**src/rtl/mem_access_unit.sv**
```systemverilog
// Load/store initiator between the MEM stage and the unified ram: one request at a time, stalls while busy.
// Optional build macro MISALIGN_TRAP_EN adds misaligned-access trapping (misalign_exc / exc_addr).
//   state    | meaning
//   S_IDLE   | ready for a request
//   S_ACCESS | ram port driven (RD_WAIT cycles for loads, 1 for stores)
//   S_RESP   | one-cycle completion pulse to writeback
module mem_access_unit #(
  parameter int                XLEN      = 32,
  parameter int                RD_WAIT   = 1,
  parameter logic [XLEN-1:0]   MEM_BASE  = '0,
  parameter logic [15:0]       MEM_DEPTH = 16'hffff
) (
  input  logic            clk,
  input  logic            rst,
  input  logic            req_valid,
  output logic            req_ready,
  input  logic            req_is_store,
  input  logic [2:0]      req_funct3,
  input  logic [XLEN-1:0] req_addr,
  input  logic [XLEN-1:0] req_wdata,
  input  logic [4:0]      req_rd,
  output logic            stall,
  output logic            resp_valid,
  output logic [XLEN-1:0] resp_data,
  output logic [4:0]      resp_rd,
  output logic            access_fault,
  output logic            ram_en,
  output logic            read_flag,
  output logic [XLEN-1:0] read_addr,
  input  logic [XLEN-1:0] read_data,
  output logic            write_flag,
  output logic [XLEN-1:0] write_addr,
  output logic [XLEN-1:0] write_data,
  output logic [2:0]      write_size
`ifdef MISALIGN_TRAP_EN
  ,
  output logic            misalign_exc,
  output logic [XLEN-1:0] exc_addr
`endif
);

  typedef enum logic [1:0] {S_IDLE, S_ACCESS, S_RESP} state_t;

  localparam int CW = (RD_WAIT > 1) ? $clog2(RD_WAIT) : 1;
  // Highest offset whose four bytes all lie inside the window.
  localparam logic [XLEN:0] LAST_OFF = (XLEN+1)'(MEM_DEPTH) - (XLEN+1)'(4);

  state_t          state_q, state_d;
  logic [CW-1:0]   wait_q;
  logic            is_store_q;
  logic [2:0]      funct3_q;
  logic [4:0]      rd_q;
  logic            fault_q;
  logic [XLEN-1:0] resp_data_q;
  logic [XLEN-1:0] load_ext;
  logic [XLEN:0]   addr_off;
  logic            in_range;
  logic            misalign;
  logic            accept;
  logic            store_ok;

  assign accept   = req_valid && req_ready;
  assign addr_off = {1'b0, req_addr} - {1'b0, MEM_BASE};
  assign in_range = !addr_off[XLEN] && (addr_off <= LAST_OFF);
  assign store_ok = (funct3_q == 3'b000) || (funct3_q == 3'b001) || (funct3_q == 3'b010);

`ifdef MISALIGN_TRAP_EN
  logic            mis_q;
  logic [XLEN-1:0] addr_q;
  logic            is_half, is_word;

  always_comb begin
    is_half = 1'b0;
    is_word = 1'b0;
    if (req_is_store) begin
      is_half = (req_funct3 == 3'b001);
      is_word = (req_funct3 == 3'b010);
    end else begin
      // undefined load encodings behave as LW, so funct3[1] marks a word
      is_half = (req_funct3[1:0] == 2'b01);
      is_word = req_funct3[1];
    end
    misalign = (is_half && req_addr[0]) || (is_word && (req_addr[1:0] != 2'b00));
  end

  assign misalign_exc = (state_q == S_RESP) && mis_q;
  assign exc_addr     = misalign_exc ? addr_q : '0;
`else
  assign misalign = 1'b0;
`endif

  always_comb begin
    state_d = state_q;
    case (state_q)
      S_IDLE:   if (accept) state_d = (!in_range || misalign) ? S_RESP : S_ACCESS;
      S_ACCESS: if (wait_q == '0) state_d = S_RESP;
      S_RESP:   state_d = S_IDLE;
      default:  state_d = S_IDLE;
    endcase
  end

  always_comb begin
    case (funct3_q)
      3'b000:  load_ext = {{(XLEN-8){read_data[7]}}, read_data[7:0]};
      3'b001:  load_ext = {{(XLEN-16){read_data[15]}}, read_data[15:0]};
      3'b100:  load_ext = {{(XLEN-8){1'b0}}, read_data[7:0]};
      3'b101:  load_ext = {{(XLEN-16){1'b0}}, read_data[15:0]};
      default: load_ext = read_data;
    endcase
  end

  always_ff @(posedge clk) begin
    if (rst) begin
      state_q     <= S_IDLE;
      wait_q      <= '0;
      is_store_q  <= 1'b0;
      funct3_q    <= '0;
      rd_q        <= '0;
      fault_q     <= 1'b0;
      resp_data_q <= '0;
      read_addr   <= '0;
      write_addr  <= '0;
      write_data  <= '0;
      write_size  <= '0;
`ifdef MISALIGN_TRAP_EN
      mis_q       <= 1'b0;
      addr_q      <= '0;
`endif
    end else begin
      state_q <= state_d;
      if (accept) begin
        is_store_q  <= req_is_store;
        funct3_q    <= req_funct3;
        rd_q        <= req_rd;
        fault_q     <= !in_range;
        resp_data_q <= '0;
        wait_q      <= req_is_store ? '0 : CW'(RD_WAIT - 1);
`ifdef MISALIGN_TRAP_EN
        mis_q       <= misalign;
        addr_q      <= req_addr;
`endif
        // ram-side outputs only move when an access is really issued
        if (state_d == S_ACCESS) begin
          if (req_is_store) begin
            write_addr <= req_addr;
            write_data <= req_wdata;
            write_size <= req_funct3;
          end else begin
            read_addr  <= req_addr;
          end
        end
      end else if (state_q == S_ACCESS) begin
        if (wait_q != '0) wait_q <= wait_q - CW'(1);
        else if (!is_store_q) resp_data_q <= load_ext;
      end
    end
  end

  assign req_ready    = (state_q == S_IDLE);
  assign stall        = !req_ready;
  assign ram_en       = (state_q == S_ACCESS);
  assign read_flag    = ram_en && !is_store_q;
  assign write_flag   = ram_en && is_store_q && store_ok;
  assign resp_valid   = (state_q == S_RESP);
  assign resp_data    = resp_valid ? resp_data_q : '0;
  assign resp_rd      = (resp_valid && !is_store_q) ? rd_q : '0;
  assign access_fault = resp_valid && fault_q;

endmodule
```
**config.mk**
```make
export PLATFORM = sky130hd
export DESIGN_NAME = mem_access_unit
export DESIGN_NICKNAME = d
export VERILOG_FILES = /design/src/rtl/mem_access_unit.sv
export SDC_FILE = /design/constraint.sdc
export NUM_CORES = 1
export LEC_CHECK = 0
export CAP_MARGIN = 30
export CORE_MARGIN = 5
export CORE_UTILIZATION = 46
export DETAILED_ROUTE_END_ITERATION = 12
export GPL_ROUTABILITY_DRIVEN = 0
export PLACE_DENSITY = 0.83
export SLEW_MARGIN = 20
export SYNTH_ARGS = -nofsm -noshare
export SYNTH_HDL_FRONTEND = slang
export SYNTH_SLANG_ARGS = --single-unit
```
**constraint.sdc**
```tcl
create_clock -name clk -period 4.3 [get_ports clk]
set_clock_uncertainty 0.1 [all_clocks]
set_input_delay 0.86 -clock clk [delete_from_list [all_inputs] [get_ports clk]]
set_output_delay 0.86 -clock clk [all_outputs]
set_load 0.05 [all_outputs]
```
==> reports/summary.md <==
* Max VDD drop: 0.273 mV
* Required @ worst endpoint: 3340 ps
* clock-pin slew of the registers on the worst-case setup and hold paths: 60 ps
* overall die area: 0.0151 sq mm
* net count after synthesis: 712
* number of endpoints failing setup at the final stage: 0
* relative slew slack: 39.6%
* Synth Cell Area: 0.00587 sq mm
* synthesized area divided by synthesized cell count: 9.71 sq um
* clock latency at the later pin of the worst-skew pair: 420 ps
* register area share after synthesis: 48.8%
* global-route wire length before repair: 25.9 mm
* cell count after synthesis: 604
* highest fanout seen on the critical path: 35
* arrival time of data at the critical path endpoint: 2560 ps
* core area: 0.0126 sq mm
* fraction of synthesized cell area taken by the top area cell type: 48.8%
* startpoint type of the worst setup path: flip-flop
* internal power consumption: 2330 uW
* power density over the cells: 332 mW/mm^2
* number of cell rows: 41
* Hold Buf Count CTS: 0
* Sequential Power Share: 45.1%
* Final ANT Viol Nets: 0
* htree depth: 4
* cell at the root of the clock tree: sky130_fd_sc_hd__clkbuf_16
* synth top area cells: sky130_fd_sc_hd__dfxtp_1, sky130_fd_sc_hd__nand2b_1, sky130_fd_sc_hd__mux2i_1
* most numerous cell in the Yosys netlist: sky130_fd_sc_hd__dfxtp_1
* commonest cells in the netlist: sky130_fd_sc_hd__dfxtp_1, sky130_fd_sc_hd__nand2b_1, sky130_fd_sc_hd__mux2i_1, sky130_fd_sc_hd__nand2_1, sky130_fd_sc_hd__and2_1
* net switching fraction of the power: 21.4%
* Yosys warnings: 0
* Worst Tran Pin Value: 906 ps
* gr usage total: 22.1%
* detailed-routing iteration count for the pre-antenna-repair pass: 7
* Via Count: 5,056
* Avg Vias per Cell: 4.94
* number of global-route vias before repair: 5,151
* remaining global-route overflow: 0
* library cell occupying the most area in the post-synthesis netlist: sky130_fd_sc_hd__dfxtp_1
* routed wire length: 16.9 mm
* die width: 123 microns
* post-synthesis register bit count: 143
* FFs w/ async S/R, synth: 0%
* diode count: 0
* result of the run: complete, no violations
* RSZ-0062 raised after global routing: no
* layout cells sized above 1: 5.99%
* Final nets: 947
* class of the most critical setup path: flip-flop to output port
* count of unresolved DRC violations after routing: 0
* post-CTS setup repair buffer count: 0
* number of synthesized flops with an enable pin: 0
* max-cap check violation count: 0
* dominant synthesized flop cell: sky130_fd_sc_hd__dfxtp_1
* Initial DRC Count: 242
* cell count after placement: 992
* kind of capture point of the worst setup path: output port
* vertical die dimension: 123 microns
* count of cells resized by post-cts repair: 0
* Final TNS setup: 0 ps
* pins over their slew limit: 0
* routed wirelength normalized by instance count: 16.5 microns
* crit path setup slack, layout: 780 ps
* DPL Wire Length: 12.8 mm
* reported leakage power: 0.00354 uW
* clock buffers created by TritonCTS: 17
* number of primary I/O pins: 251
* count of distinct cell types in the synthesized netlist: 32
* Switch Pwr: 635 uW
* final period utilization: 81.9%
* FMAX: 0.284 GHz
* Final Non-Filler Cells: 1,023
* PortBufs: 250
* Final Hold Violating Endpoints: 0
* pre-CTS setup slack: 1110 ps
* TritonCTS clock tree: done
* share of total power in the clock network: 47.6%
* hold crit path type: flip-flop to flip-flop
* clock sink count: 143
* combinational power share: 7.2%
* number of antenna violations at the first check in global routing: 0
* layout overhead on the synthesized area: 52.5%
* Clock Tree Buf Depth: 2
* largest net degree at the start of global routing: 121
* effective utilization at floorplan: 46.7%
* post-layout min period: 3520 ps
[layout make-up]
type | instances | area [sq um]
fill | 924 | 3620
sequential | 143 | 2860
multi-input combinational | 416 | 2720
timing repair buffer | 258 | 2560
clock buffer | 20 | 457
tap | 172 | 215
clock inverter | 11 | 116
inverter | 3 | 11.3
[per-stage QoR]
step / utilization, % / hold WS, ps / instance area, sq um / power [uW]
5_1_grt: 71.2 / 366 / 8950 / 3070
6_report: 71.2 / 349 / 8950 / 2970
2_1_floorplan: - / 332 / 5870 / 1450
3_5_place_dp: 66.6 / 342 / 8370 / 1580
4_1_cts: 71.2 / 350 / 8950 / 2990
3_3_place_gp: 66.6 / 338 / 8370 / 1580
[registers in the layout, summed over array words and instances (netlist names), 2 cells and up]
register and cells:
funct3_q 3, rd_q 5, read_addr 32, resp_data_q 32, state_q 2, write_addr 32
write_data 32, write_size 3
[kinds of logic after synthesis]
| logic type | after synthesis | synth area share [%] |
|---|---|---|
| AND/OR/NAND/NOR | 277 | 28.2 |
| flip-flops | 143 | 48.8 |
| AO/OA/AOI/OAI | 71 | 6.59 |
| buffers and inverters | 45 | 4.78 |
| multiplexers | 68 | 11.6 |
[worst max-delay path, cell delays in order (launching register included)]
cell and delay [ps]:
sky130_fd_sc_hd__dfxtp_1 400, sky130_fd_sc_hd__nor2b_1 150, sky130_fd_sc_hd__buf_4 280, sky130_fd_sc_hd__nor2b_1 300, sky130_fd_sc_hd__and2_1 200, sky130_fd_sc_hd__clkdlybuf4s50_1 810
[power by group through the flow]
stage                     Sequential, uW  Combinational, uW  Clock [uW]
after floorplan                     1360               89.2           0
after global placement              1370                212           0
after detailed placement            1370                214           0
after CTS                           1340                216        1440
after global routing                1340                230        1500
final                               1340                215        1410
[worst paths after layout]
| check | startpoint | endpoint | slack, ps | cells after the start |
|---|---|---|---|---|
| max | state_q[1] | resp_rd[0] | 780 | 5 |
| min | rd_q[1] | rd_q[1] | 350 | 2 |
| max reg2reg | state_q[0] | resp_data_q[22] | 2110 | 4 |
| min reg2reg | rd_q[1] | rd_q[1] | 350 | 2 |
[per-layer routing]
metal	part of all wire, %	routed length (microns)	track usage, %
met2	48	8140	37.3
met5	0	0	0
met4	2.0	345	8.82
met3	11	1930	9.65
met1	38	6490	24.3
[layout by cell type (no fill, tap or decap), drive strengths merged]
| master | instances |
|---|---|
| a21oi | 42 |
| or4 | 1 |
| inv | 3 |
| nand2b | 117 |
| nor2b | 3 |
| a311oi | 1 |
| mux2i | 68 |
| buf | 9 |
| a41oi | 1 |
| o21ai | 25 |
| nand4 | 5 |
| a211oi | 1 |
| nand2 | 60 |
| nor3 | 1 |
| a21o | 1 |
| dfxtp | 143 |
| nor2 | 5 |
| clkdlybuf4s50 | 249 |
| clkbuf | 20 |
| bufinv | 2 |
| clkinv | 6 |
| clkinvlp | 3 |
| or2 | 2 |
| and2 | 54 |
| nand3b | 1 |
| or2b | 2 |
| and4 | 1 |
| nor3b | 18 |
| nor4 | 7 |
(Power assumes the default switching activity.)
